--- config.mk ---
export PLATFORM = sky130hd
export DESIGN_NAME = branch_resolve_queue
export DESIGN_NICKNAME = d
export VERILOG_FILES = /design/src/rtl/branch_resolve_queue_pkg.sv /design/src/rtl/branch_entry_fifo.sv /design/src/rtl/branch_resolve_queue.sv
export SDC_FILE = /design/constraint.sdc
export NUM_CORES = 1
export LEC_CHECK = 0
export BUFFER_PORTS_ARGS = -buffer_cell sky130_fd_sc_hd__clkbuf_2
export CAP_MARGIN = 20
export CORE_MARGIN = 8
export CORE_UTILIZATION = 50
export DETAILED_ROUTE_END_ITERATION = 6
export PLACE_DENSITY = 0.7
export SETUP_SLACK_MARGIN = 0.02
export SKIP_CTS_REPAIR_TIMING = 1
export SLEW_MARGIN = 20
export SYNTH_ARGS = -nofsm -noshare
export SYNTH_HDL_FRONTEND = slang
export SYNTH_SLANG_ARGS = --single-unit
--- constraint.sdc ---
create_clock -name CLK -period 26.8 [get_ports CLK]
set_input_delay 1.34 -clock CLK [delete_from_list [all_inputs] [get_ports CLK]]
set_output_delay 1.34 -clock CLK [all_outputs]
set_load 0.005 [all_outputs]
--- src/rtl/branch_resolve_queue_pkg.sv ---
// Shared types and constants for the branch resolve queue and its entry storage.
package branch_resolve_queue_pkg;

   localparam int unsigned DELAY_SLOT_OFFSET_DEFAULT = 32'd8;
   localparam logic [31:0] NO_UPDATE_ADDR            = 32'h0000_0000;

   typedef struct packed {
      logic [31:0] addr;
      logic        taken;
      logic [31:0] target;
   } branch_entry_t;

   typedef enum logic [1:0] {
      Q_EMPTY   = 2'd0,
      Q_PARTIAL = 2'd1,
      Q_FULL    = 2'd2
   } queue_state_t;

   // Sequential fetch address past the branch and its delay slot, wrapping at 32 bits.
   function automatic logic [31:0] fallthrough_addr(input logic [31:0] addr,
                                                    input logic [31:0] offset);
      return addr + offset;
   endfunction

endpackage

--- src/rtl/branch_entry_fifo.sv ---
// In-flight branch storage: circular FIFO with push, pop and a flush that empties it
// by snapping the head pointer onto the tail.
module branch_entry_fifo
   import branch_resolve_queue_pkg::*;
#(
   parameter int DEPTH = 8
) (
   input  logic                     CLK,
   input  logic                     RESET,
   input  logic                     push,
   input  branch_entry_t            push_entry,
   input  logic                     pop,
   input  logic                     flush,
   output branch_entry_t            head_entry,
   output logic [$clog2(DEPTH):0]   count,
   output queue_state_t             state
);

   localparam int PW = $clog2(DEPTH);
   localparam int CW = PW + 1;
   localparam logic [CW-1:0] FULL_COUNT = CW'(DEPTH);

   branch_entry_t mem_r [DEPTH];
   logic [PW-1:0] wr_ptr_r;
   logic [PW-1:0] rd_ptr_r;
   logic [CW-1:0] count_r;

   // Entry storage; contents are not reset, the pointers alone define validity.
   always_ff @(posedge CLK) begin
      if (push && !flush) begin
         mem_r[wr_ptr_r] <= push_entry;
      end
   end

   // Pointer and occupancy update; flush wins over push and pop.
   always_ff @(posedge CLK or negedge RESET) begin
      if (!RESET) begin
         wr_ptr_r <= {PW{1'b0}};
         rd_ptr_r <= {PW{1'b0}};
         count_r  <= {CW{1'b0}};
      end else if (flush) begin
         rd_ptr_r <= wr_ptr_r;
         count_r  <= {CW{1'b0}};
      end else begin
         if (push) begin
            wr_ptr_r <= wr_ptr_r + PW'(1'b1);
         end
         if (pop) begin
            rd_ptr_r <= rd_ptr_r + PW'(1'b1);
         end
         case ({push, pop})
            2'b10:   count_r <= count_r + CW'(1'b1);
            2'b01:   count_r <= count_r - CW'(1'b1);
            default: count_r <= count_r;
         endcase
      end
   end

   // Occupancy classification used for ready and empty decisions.
   always_comb begin
      state = Q_PARTIAL;
      if (count_r == {CW{1'b0}}) begin
         state = Q_EMPTY;
      end else if (count_r == FULL_COUNT) begin
         state = Q_FULL;
      end else begin
         state = Q_PARTIAL;
      end
   end

   assign head_entry = mem_r[rd_ptr_r];
   assign count      = count_r;

endmodule

--- src/rtl/branch_resolve_queue.sv ---
// Tracks predicted branches in fetch order and compares each against its execute-stage
// outcome, producing predictor updates and mispredict redirects one cycle after the pop.
module branch_resolve_queue
   import branch_resolve_queue_pkg::*;
#(
   parameter int          DEPTH             = 8,
   parameter int unsigned DELAY_SLOT_OFFSET = DELAY_SLOT_OFFSET_DEFAULT
) (
   input  logic                     CLK,
   input  logic                     RESET,
   input  logic                     Pred_valid,
   input  logic [31:0]              Pred_addr,
   input  logic                     Pred_taken,
   input  logic [31:0]              Pred_target,
   output logic                     Pred_ready,
   input  logic                     Exec_valid,
   input  logic                     Exec_taken,
   input  logic [31:0]              Exec_target,
   output logic                     Branch_resolved,
   output logic [31:0]              Branch_addr_OUT,
   output logic                     Mispredict,
   output logic [31:0]              Redirect_addr,
   output logic [$clog2(DEPTH):0]   Count,
   output logic                     Underflow
);

   branch_entry_t push_entry_s;
   branch_entry_t head_s;
   queue_state_t  state_s;
   logic          push_s;
   logic          pop_s;
   logic          flush_s;
   logic          mispredict_s;
   logic [31:0]   redirect_s;

   logic          resolved_r;
   logic [31:0]   branch_addr_r;
   logic          mispredict_r;
   logic [31:0]   redirect_r;
   logic          underflow_r;

   // Ready looks only at the registered occupancy, so a same-cycle pop never frees a slot.
   assign Pred_ready = (state_s != Q_FULL);
   assign push_s     = Pred_valid && (state_s != Q_FULL);
   assign pop_s      = Exec_valid && (state_s != Q_EMPTY);
   assign flush_s    = pop_s && mispredict_s;

   // Pack the fetch-stage prediction into a queue entry.
   always_comb begin
      push_entry_s        = '0;
      push_entry_s.addr   = Pred_addr;
      push_entry_s.taken  = Pred_taken;
      push_entry_s.target = Pred_target;
   end

   // Compare the head prediction with the actual outcome and pick the correct fetch address.
   always_comb begin
      mispredict_s = 1'b0;
      redirect_s   = NO_UPDATE_ADDR;
      if (Exec_taken != head_s.taken) begin
         mispredict_s = 1'b1;
      end else if (Exec_taken && (Exec_target != head_s.target)) begin
         mispredict_s = 1'b1;
      end else begin
         mispredict_s = 1'b0;
      end
      if (Exec_taken) begin
         redirect_s = Exec_target;
      end else begin
         redirect_s = fallthrough_addr(head_s.addr, 32'(DELAY_SLOT_OFFSET));
      end
   end

   branch_entry_fifo #(
      .DEPTH (DEPTH)
   ) u_fifo (
      .CLK        (CLK),
      .RESET      (RESET),
      .push       (push_s),
      .push_entry (push_entry_s),
      .pop        (pop_s),
      .flush      (flush_s),
      .head_entry (head_s),
      .count      (Count),
      .state      (state_s)
   );

   // Registered resolution outputs; an address of zero tells the predictor there is no update.
   always_ff @(posedge CLK or negedge RESET) begin
      if (!RESET) begin
         resolved_r    <= 1'b0;
         branch_addr_r <= NO_UPDATE_ADDR;
         mispredict_r  <= 1'b0;
         redirect_r    <= NO_UPDATE_ADDR;
         underflow_r   <= 1'b0;
      end else begin
         if (pop_s) begin
            resolved_r    <= Exec_taken;
            branch_addr_r <= head_s.addr;
            mispredict_r  <= mispredict_s;
            redirect_r    <= mispredict_s ? redirect_s : NO_UPDATE_ADDR;
         end else begin
            resolved_r    <= 1'b0;
            branch_addr_r <= NO_UPDATE_ADDR;
            mispredict_r  <= 1'b0;
            redirect_r    <= NO_UPDATE_ADDR;
         end
         if (Exec_valid && (state_s == Q_EMPTY)) begin
            underflow_r <= 1'b1;
         end else begin
            underflow_r <= underflow_r;
         end
      end
   end

   assign Branch_resolved = resolved_r;
   assign Branch_addr_OUT = branch_addr_r;
   assign Mispredict      = mispredict_r;
   assign Redirect_addr   = redirect_r;
   assign Underflow       = underflow_r;

endmodule

==> results.cfg <==
[run_status]
outcome = completed

[sta]
slew_headroom_pct = 37.27
period_minus_slack_ns = 5.988
timing.final.crit_share_pct = 22.34
setup_tns_ns = 0
rsz0062_at_grt = no
whs_ns = 0.4616
maxSlewViolCount = 0
tightest_slew_ns = 0.9311
setup_violations = 0
finClkSkew_ns = 0.03182
finalHoldViolations = 0
fmax_mhz = 167.0

[yosys]
synth-seq-cells = 597
async_reset_ff_share_pct = 12.90
synth_top_area_share_pct = 66.16
syn-num-nets = 1311
ys_warn_count = 0
synth_largest_area_cell = edfxtp_1
synthFlopType = edfxtp_1
ys_seq_area_share_pct = 74.33
synthDistinctLibCells = 65
avgSynthCellArea_um2 = 19.62
synth_edf_count = 520
synthCells = 1203
ys_top_cells_by_area = edfxtp_1 66%, mux4_2 10%, dfrtp_1 8.2%, mux2i_1 4.0%, nor2_1 1.2%
syn-cell-area_um2 = 23600

[route]
drt_wl_total_mm = 54.90
dr.pass1.iters = 5
drc_errors = 0
ant_nets = 0
vias = 12040
detail_route.iter0.violations = 1027
wl_per_cell_um = 26.57
drt-vias-per-instance = 5.825

[die]
rows = 79
coreArea_um2 = 46560
initial_core_util_pct = 50.69
die_width_um = 233.3
die_h_um = 233.3
ios = 174
dieArea_um2 = 54410

[placed_design]
gp_congestion = 0.8048
dp_cells = 1956
io_buffers = 173
place_area_um2 = 25090
dp_hpwl_mm = 35.34

[global_routing]
grtUsageTotal_pct = 20.25
grt_pass1_vias = 12580
grt_pass1_wl_mm = 81.16
grt_max_degree = 78
overflow = 0
antenna_found_initial = 6

[worst_setup_path]
setup.worst_path.class = reg2reg
r2r_end = u_fifo.mem_r[5][27]$_DFFE_PP_
ff2ff_setup_slack_ns = 20.81
cp_max_fo = 53
worstSetupStartpointType = register
worstPathRequired_ns = 27.01
r2r_cells = 11
cp.arrival_ns = 6.20
rr_startpoint = u_fifo.rd_ptr_r[0]$_DFFE_PN0P_
critPathCaptureType = register

[final_layout]
design_area_um2 = 27010
layout-drive-gt1-share_pct = 29.40
nFillCells = 3462
stdcell_count = 2066
regArea_um2 = 17550
syn_to_final_growth_pct = 14.43
fin_util_pct = 58.01
multi_input_area_um2 = 5674
nets = 1517

[clocking]
htree_levels = 2
cts_tree = done
cts-root-buf = clkbuf_16
clock_tree.buffer_depth = 3
cts_buffers = 58
clkTransAtPathRegs_ns = 0.06
clock_latency_ns = 0.62
cts_sinks = 597

[pwr]
power.density_nw_per_um2 = 107.8
peakVddDrop_mv = 0.05964
power.leakage_nw = 9.640

[worst_hold_path]
min_to = Underflow$_DFFE_PN0P_
min_from = Underflow$_DFFE_PN0P_
hp-class = reg2reg
min_path_cells = 1

[job]
cap_violations = 0
[logic make-up after synthesis]
logic type / after synthesis / synth area share, %
flip-flops: 597 / 74.33
multiplexers: 214 / 15.17
AND/OR/NAND/NOR: 195 / 4.178
AO/OA/AOI/OAI: 75 / 2.152
buffers and inverters: 62 / 1.818
XOR/XNOR: 54 / 2.004
adder cells (fa/ha/maj): 6 / 0.3499
[Yosys cell counts (all sizes together) (2+ instances only)]
cell,instances
nor4,11
buf,43
ha,5
nand3,10
o21ai,17
a2111oi,5
nor3,13
mux4,112
nor3b,2
or4,4
dfrtp,77
mux2,8
nand2b,8
o211ai,2
o22ai,2
edfxtp,520
a22o,2
inv,8
or2,3
or3,2
nor2b,9
a22oi,12
and3,3
nand3b,3
and2,12
a21oi,21
nand2,27
xor2,23
or3b,3
nand4,5
nor2,77
clkbuf,11
xnor2,31
a21o,3
a211oi,2
mux2i,94
o211a,2
[routing by layer]
| layer | wire [µm] | vias to the layer above | GRT usage, % |
|---|---|---|---|
| met1 | 22970 | 6263 | 27.96 |
| met4 | 1496 | 8 | 6.217 |
| li1 | - | 5214 | - |
| met2 | 25830 | 462 | 31.51 |
| met3 | 4556 | 88 | 5.338 |
| met5 | 46 | - | 0 |
[worst max path at each step]
stage / startpoint / endpoint / slack [ns] / cells after the start
after CTS: u_fifo.rd_ptr_r[0]$_DFFE_PN0P_ / u_fifo.mem_r[5][27]$_DFFE_PP_ / 20.67 / 11
after global placement: u_fifo.rd_ptr_r[0]$_DFFE_PN0P_ / u_fifo.mem_r[5][46]$_DFFE_PP_ / 20.83 / 11
final: u_fifo.rd_ptr_r[0]$_DFFE_PN0P_ / u_fifo.mem_r[5][27]$_DFFE_PP_ / 20.81 / 11
after detailed placement: u_fifo.rd_ptr_r[0]$_DFFE_PN0P_ / u_fifo.mem_r[5][46]$_DFFE_PP_ / 20.69 / 11
after floorplan: Exec_target[21] / u_fifo.mem_r[1][0]$_DFFE_PP_ / 17.16 / 6
after global routing: u_fifo.rd_ptr_r[0]$_DFFE_PN0P_ / u_fifo.mem_r[1][27]$_DFFE_PP_ / 20.32 / 11
[state kept, by name (all words and copies together) (netlist names)]
signal,cells
u_fifo.rd_ptr_r,3
Branch_addr_OUT,32
u_fifo.wr_ptr_r,3
u_fifo.mem_r,520
u_fifo.count,4
Mispredict,1
Underflow,1
Branch_resolved,1
Redirect_addr,32
[cell usage in the layout (no fill, tap or decap), drive strengths merged, types with 23 or more instances in the layout]
cell type,instances
mux2i,94
buf,28
dfrtp,77
xnor2,31
nor2,77
mux4,112
clkbuf,247
xor2,23
edfxtp,520
nand2,27
[through the flow]
step	worst slack, ns	power, mW
CTS	20.67	2.940
floorplan	17.16	1.872
finish	20.81	2.911
global placement	20.83	2.115
detailed placement	20.69	2.131
global route	20.32	3.042
[layout make-up]
cell class	count	share of cell area [%]
clock buffer	75	5.875
multi-input combinational	544	21.01
antenna	3	0.02780
clock inverter	32	1.186
timing repair buffer	200	3.980
sequential	597	64.99
inverter	8	0.1205
tap	607	2.812
[report_power, final]
group	switching [mW]	internal, mW
clock network	0.335	0.474
logic	0.496	0.371
registers	0.0740	1.16
[critical path, cell delays in order (launching register included)]
cell     delay, ns
dfrtp_4       0.67
buf_4         0.77
buf_4         0.82
mux4_2        0.59
mux2i_1       0.18
xor2_1        0.20
nand4_1       0.13
or4_4         0.46
nor4_4        0.43
o21ai_2       0.26
nor3_2        0.26
buf_4         0.72
Power figures use the tool's default switching activity.
